<file path="config.mk">
export PLATFORM = sky130hd
export DESIGN_NAME = mac_sequencer
export DESIGN_NICKNAME = d
export VERILOG_FILES = /design/src/rtl/mac_sequencer.sv
export SDC_FILE = /design/constraint.sdc
export NUM_CORES = 1
export LEC_CHECK = 0
export BUFFER_PORTS_ARGS = -buffer_cell sky130_fd_sc_hd__buf_2
export CAP_MARGIN = 25
export CORE_UTILIZATION = 40
export DETAILED_ROUTE_END_ITERATION = 12
export PLACE_DENSITY = 0.69
export SLEW_MARGIN = 30
export SYNTH_ARGS = -nofsm -noshare
export SYNTH_HDL_FRONTEND = slang
export SYNTH_SLANG_ARGS = --single-unit
</file>
<file path="constraint.sdc">
create_clock -name clk -period 2.7 [get_ports clk]
set_clock_uncertainty 0.1 [all_clocks]
set_input_delay 0.405 -clock clk [delete_from_list [all_inputs] [get_ports clk]]
set_output_delay 0.405 -clock clk [all_outputs]
set_load 0.02 [all_outputs]
</file>
<file path="src/rtl/mac_sequencer.sv">
// Sequencer for a shift-add multiply-accumulate: it drives the external result register
// through load/add/shift over N_BITS iterations, then folds the product into the accumulator.
module mac_sequencer #(
    parameter int N_BITS = 8,
    parameter int ACC_W  = 20   // must be >= 2*N_BITS
) (
    input  logic                  clk,
    input  logic                  reset,
    input  logic                  start,
    input  logic                  acc_en,
    input  logic                  clear_acc,
    input  logic [N_BITS-1:0]     a_in,
    input  logic [N_BITS-1:0]     b_in,
    output logic                  ready,
    output logic                  done,
    output logic [N_BITS-1:0]     a_out,
    output logic [N_BITS-1:0]     b_load,
    output logic                  load_mul,
    output logic                  do_add,
    output logic                  do_shift,
    input  logic                  lsb,
    input  logic [2*N_BITS-1:0]   mult_out,
    output logic [ACC_W-1:0]      acc_out,
    output logic                  overflow
);

    localparam int CW = (N_BITS > 1) ? $clog2(N_BITS) : 1;
    localparam logic [CW-1:0] LAST_ITER = CW'(N_BITS - 1);

    typedef enum logic [2:0] {
        S_IDLE,
        S_LOAD,
        S_ADD,
        S_SHIFT,
        S_ACCUM,
        S_DONE
    } state_t;

    state_t              r_state;
    logic [CW-1:0]       r_cnt;
    logic [N_BITS-1:0]   r_a;
    logic [N_BITS-1:0]   r_b;
    logic                r_acc_en;
    logic [ACC_W-1:0]    r_acc;
    logic                r_ovf;

    logic [ACC_W-1:0]    w_prod_ext;
    logic [ACC_W:0]      w_sum;

    assign w_prod_ext = {{(ACC_W-2*N_BITS){1'b0}}, mult_out};
    // One extra bit captures the carry out of the accumulator's top bit.
    assign w_sum      = {1'b0, r_acc} + {1'b0, w_prod_ext};

    always_ff @(posedge clk or posedge reset) begin
        if (reset) begin
            r_state  <= S_IDLE;
            r_cnt    <= '0;
            r_a      <= '0;
            r_b      <= '0;
            r_acc_en <= 1'b0;
            r_acc    <= '0;
            r_ovf    <= 1'b0;
        end else begin
            case (r_state)
                S_IDLE: begin
                    // A simultaneous start still sees the cleared accumulator at ACCUM.
                    if (clear_acc) begin
                        r_acc <= '0;
                        r_ovf <= 1'b0;
                    end
                    if (start) begin
                        r_a      <= a_in;
                        r_b      <= b_in;
                        r_acc_en <= acc_en;
                        r_cnt    <= '0;
                        r_state  <= S_LOAD;
                    end
                end
                S_LOAD:  r_state <= S_ADD;
                S_ADD:   r_state <= S_SHIFT;
                S_SHIFT: begin
                    if (r_cnt == LAST_ITER) begin
                        r_state <= S_ACCUM;
                    end else begin
                        r_cnt   <= r_cnt + 1'b1;
                        r_state <= S_ADD;
                    end
                end
                S_ACCUM: begin
                    if (r_acc_en) begin
                        r_acc <= w_sum[ACC_W-1:0];
                        r_ovf <= r_ovf | w_sum[ACC_W];
                    end else begin
                        r_acc <= w_prod_ext;
                    end
                    r_state <= S_DONE;
                end
                S_DONE:  r_state <= S_IDLE;
                default: r_state <= S_IDLE;
            endcase
        end
    end

    // The add flag is armed one cycle ahead of the shift that consumes it.
    assign ready    = (r_state == S_IDLE);
    assign done     = (r_state == S_DONE);
    assign load_mul = (r_state == S_LOAD);
    assign do_add   = (r_state == S_ADD) & lsb;
    assign do_shift = (r_state == S_SHIFT);
    assign a_out    = r_a;
    assign b_load   = r_b;
    assign acc_out  = r_acc;
    assign overflow = r_ovf;

endmodule

</file>
; After elaboration in Yosys (flattened, before gate mapping)
; Cells that the tools add are included.
[totals]
ff_bits = 44
latch_bits = 0
ramBits = 0
rom_bits = 0
input_bits = 38
output_inout_bits = 42
wordCells = 40
n_memories = 0
[op_classes]
addsub = 2
n_mul = 0
div = 0
n_lt_le_gt_ge = 0
eq_ne = 10
n_shift = 0
mux = 12
bitwise_logic = 2
reduce_logical = 7
[ops]
columns = op, count
row1 = 2-to-1 mux 20 bit, 2
row2 = case mux 20 bit (2 select lines), 1
row3 = adder 20 x 16 -> 21 bit, 1
row4 = case mux 3 bit (5 select lines), 1
row5 = 2-to-1 mux 3 bit, 4
row6 = equality test 3 bit (second input constant), 3
row7 = != test 2 bit (second input constant), 4
row8 = equality test 3 x 2 -> 1 bit (second input constant), 2
row9 = case mux 3 bit (2 select lines), 1
row10 = AND reduction 3 bit, 2
row11 = AND reduction 2 bit, 2
row12 = nonzero test 2 bit, 2
row13 = adder 3 x 1 -> 3 bit (second input constant), 1
row14 = equality test 3 x 1 -> 1 bit (second input constant), 1
row15 = zero test 3 bit, 1
row16 = 2-to-1 mux 1 bit, 2
row17 = case mux 1 bit (2 select lines), 1
row18 = bitwise AND 1 bit, 1
row19 = OR 1 bit, 1

; Depth between registers and ports, before layout
[depth]
ltp_word = 4
depth_mapped = 10
mapped_depth_nobuf = 10

; Least setup slack after synthesis
; No wires, ideal clock.
[synth_timing]
path_kind = flip-flop to flip-flop
startpoint = register r_acc[0] (netlist: acc_out[0])
endpoint = register r_acc[18] (netlist: acc_out[18])
setup_ps = 69
arrival_time_ps = 2305
required_time_ps = 2531
setup_slack_ps = 226
path_stages_with_launch = 11
n_path_buf = 0
period_less_slack_ps = 2474
path_cell_list = dfrtp_1 > ha_1 > inv_1 > fa_1 > nor2b_4 > o31a_1 > o41ai_2 > o21ai_2 > a221oi_4 > or4_1 > nand3_1
[synth_via]
elab_chain_len = 3
[synth_lines]
columns = element, line
row1 = from (decl), 44  ; logic [ACC_W-1:0] r_acc;
row2 = from (signal assigned), 91  ; r_acc <= w_sum[ACC_W-1:0];
row3 = from (signal assigned), 94  ; r_acc <= w_prod_ext;
row4 = adder 20 x 16 -> 21 bit, 52  ; assign w_sum = {1'b0, r_acc} + {1'b0, w_prod_ext};
row5 = 2-to-1 mux 20 bit, 90  ; if (r_acc_en) begin
row6 = case mux 20 bit (2 select lines), 64  ; case (r_state)
; No other way between the ends.
; A chain may end at the register's enable or synchronous reset.

; Worst setup path in the final report
[layout_timing]
startpoint = register r_acc[0] (netlist: acc_out[0])
endpoint = register r_ovf (netlist: overflow)
[layout_via]
elab_chain_len = 4
[layout_lines]
columns = element, line
row1 = adder 20 x 16 -> 21 bit, 52
row2 = OR 1 bit, 92  ; r_ovf <= r_ovf | w_sum[ACC_W];
row3 = 2-to-1 mux 1 bit, 90
row4 = case mux 1 bit (2 select lines), 64
row5 = to (signal assigned), 92
row6 = to (decl), 45  ; logic r_ovf;
; No other way between the ends. The select of a mux whose other input is x is not followed.

==> out/metrics.cfg <==
[worst_setup_path]
crit_type = reg2reg
crit_family = compound AO/OA/AOI/OAI gates
r2r-end = overflow$_DFFE_PP0P_
crit_chain = ha_1 -> inv_1 -> fa_1 -> nor2b_4 -> o31a_1 -> o41ai_2 -> o21ai_2 -> a221oi_4 -> nor4_1 -> a2bb2oi_1
rr_worst_depth = 10
end_kind = flop
startpoint = acc_out[0]$_DFFE_PP0P_
crit_arrival_ns = 2.62
cp-endpoint = overflow$_DFFE_PP0P_
r2r_start = acc_out[0]$_DFFE_PP0P_
slowest_stage = dfrtp_1
critPathMaxFanout = 5
path_depth = 10
path_buf_inv = 1
worst_setup_path_start_kind = flop
required_ns = 2.78
slowest_delay_ns = 0.40
r2r_setup_slack_ns = 0.16

[synthesis]
async_flop_share_pct = 100.0
yosys.area.top_type = dfrtp_1
synthTopCellsByCount = 44 x dfrtp_1, 23 x o21ai_0, 22 x nand2_1
synthCells = 278
synth-simple-area-share_pct = 14.68
synth_area_um2 = 2778
synthMuxAreaShare_pct = 8.694
synth_flop_cell = dfrtp_1
syn_area_per_cell_um2 = 9.992
synth_top_family_by_area = compound AO/OA/AOI/OAI gates
synthTopCellsByArea = dfrtp_1 40%, ha_1 8.1%, mux2_2 6.9%, o21ai_0 4.1%, a21oi_1 3.6%
seq_area_frac_synth_pct = 39.64
netlist.area_leader.share_pct = 39.64
yosysMostFrequentCell = dfrtp_1
synth_cell_type_count = 58
synth_fp_nets = 335
ys_ff_latch = 44
synth_edf_count = 0
synth-xor-area-share_pct = 2.838
synth_compound_area_share_pct = 21.76
synth_warnings = 0
synthAdderAreaFrac_pct = 8.829

[layout]
final_core_util_pct = 50.17
fin_cells = 445
num-nets-final = 421
diodes = 0
fillCellCount = 643
multiInputGateArea_um2 = 1578
final_layout_size_suffix_gt1_share_pct = 36.44
syn2layout_area_growth_pct = 22.03
seq_area_um2 = 1101

[pwr]
p_leak_nw = 1.749
finalPower_w = 0.003269
power.density_nw_per_um2 = 964.5
vdd_ir_drop_max_uv = 502.4

[detailed_routing]
drt_iter0_markers = 68
vias = 2485
firstDrtPassIters = 5
routed_wl_um = 6496
wl_per_cell_um = 14.60
viasPerCell = 5.584
final_antenna_net_count = 0
drc = 0

[clocking]
postCtsHoldBufs = 0
worstSkewPairLatency_ns = 0.30
clockBufferDepth = 2
ctsHtreeMaxLevel = 2
post-cts-setup-buffers = 0
clockRootBuffer = clkbuf_8
cts.sinks = 44
cts_resized = 0
cts_tree = built
clkTransAtPathRegs_ns = 0.10
numCtsBuffers = 5

[min_path]
hp-class = in2async

[grt]
globalRouteOverflowTotal = 0
grt_max_degree = 32
grt_first_pass_wirelength_um = 10990
grt_pass1_vias = 2412
antenna_found_initial = 0
grt_use_total_pct = 18.94

[sta]
tightest_slew_ns = 0.6310
rsz0062_at_grt = false
max_freq_mhz = 393.0
finalCritPeriodShare_pct = 94.24
finalHoldViolCount = 0
setup-violations-final = 0
slew_headroom_pct = 57.65
fin_crit_ns = 2.545
drv_slew = 0

[placed_design]
dp.cells = 437
gp_congestion = 0.8786
place_hpwl_um = 4964
io_buffers = 79

[die]
start_util_pct = 41.11
ioPinCount = 80
dieArea_um2 = 7281
fp.dieH_um = 85.33
design.core.area_um2 = 6756
die_w_um = 85.33
row_count = 30

[run]
max-cap-violations = 0

[run_status]
status = finished, final reports clean

==> metal layers <==
metal  up-vias  wire (µm)  track usage, %
li1       1198          -               -
met1      1182       2881           23.50
met2        87       3041           31.67
met3        18        439           4.864
met4         0        134           7.424
met5         -          0               0
==> final cells by class <==
class,instances,area share [%]
Multi-Input combinational cell,215,46.55
Sequential cell,44,32.48
Timing Repair Buffer,91,14.32
Tap cell,80,2.953
Clock buffer,6,2.436
Inverter,7,0.8121
Clock inverter,2,0.4430
==> flip-flops by register name, summed over array words and instances, names as in the netlist <==
name,cells
r_acc_en,1
acc_out,20
a_out,8
r_cnt,3
b_load,8
r_state,3
overflow,1
==> cells by family after synthesis <==
logic type	count (synthesis)
flip-flops	44
adder cells (fa/ha/maj)	19
buffers and inverters	19
XOR/XNOR	9
AND/OR/NAND/NOR	77
multiplexers	22
AO/OA/AOI/OAI	88
==> how the worst min path moves through the flow <==
stage	startpoint	end	cells past startpoint
floorplan	r_cnt[1]$_DFFE_PP0P_	r_cnt[1]$_DFFE_PP0P_	1
global placement	b_load[7]$_DFFE_PP0P_	b_load[7]$_DFFE_PP0P_	1
detailed placement	reset	a_out[7]$_DFFE_PP0P_	2
CTS	reset	a_out[7]$_DFFE_PP0P_	2
global route	reset	b_load[3]$_DFFE_PP0P_	2
finish	reset	acc_out[5]$_DFFE_PP0P_	2
==> stage by stage <==
stage / instance area, µm² / hold WS, ns / setup slack [ns] / setup TNS, ns
finish: 3390 / 0.01682 / 0.1554 / 0
global route: 3390 / 0.05993 / 0.03086 / 0
CTS: 3390 / 0.02691 / 0.1231 / 0
detailed placement: 3292 / 0.3627 / -0.009279 / -0.009279
global placement: 3291 / 0.3866 / 0.09649 / 0
floorplan: 2778 / 0.3701 / 0.2258 / 0
==> report_power, final <==
group          total [W]  switching [W]  internal (W)
combinational    0.00174       0.000985      0.000760
sequential       0.00107       0.000166      0.000904
clock           0.000454       0.000247      0.000208
total            0.00327        0.00140       0.00187
==> layout by cell type (no fill, tap or decap), drive strengths merged, types with 4 or more instances in the layout <==
cell | Yosys | layout
buf | 5 | 91
o21ai | 26 | 26
inv | 6 | 5
nor3 | 8 | 8
a21oi | 20 | 20
dfrtp | 44 | 44
and3 | 4 | 4
xnor2 | 5 | 5
mux2 | 17 | 17
nand4 | 4 | 4
nor3b | 7 | 7
xor2 | 4 | 4
ha | 18 | 18
nor2 | 13 | 13
a21o | 13 | 13
clkbuf | 7 | 6
nand2 | 22 | 22
mux2i | 5 | 5
No activity file was read; power rests on OpenSTA's default activity.
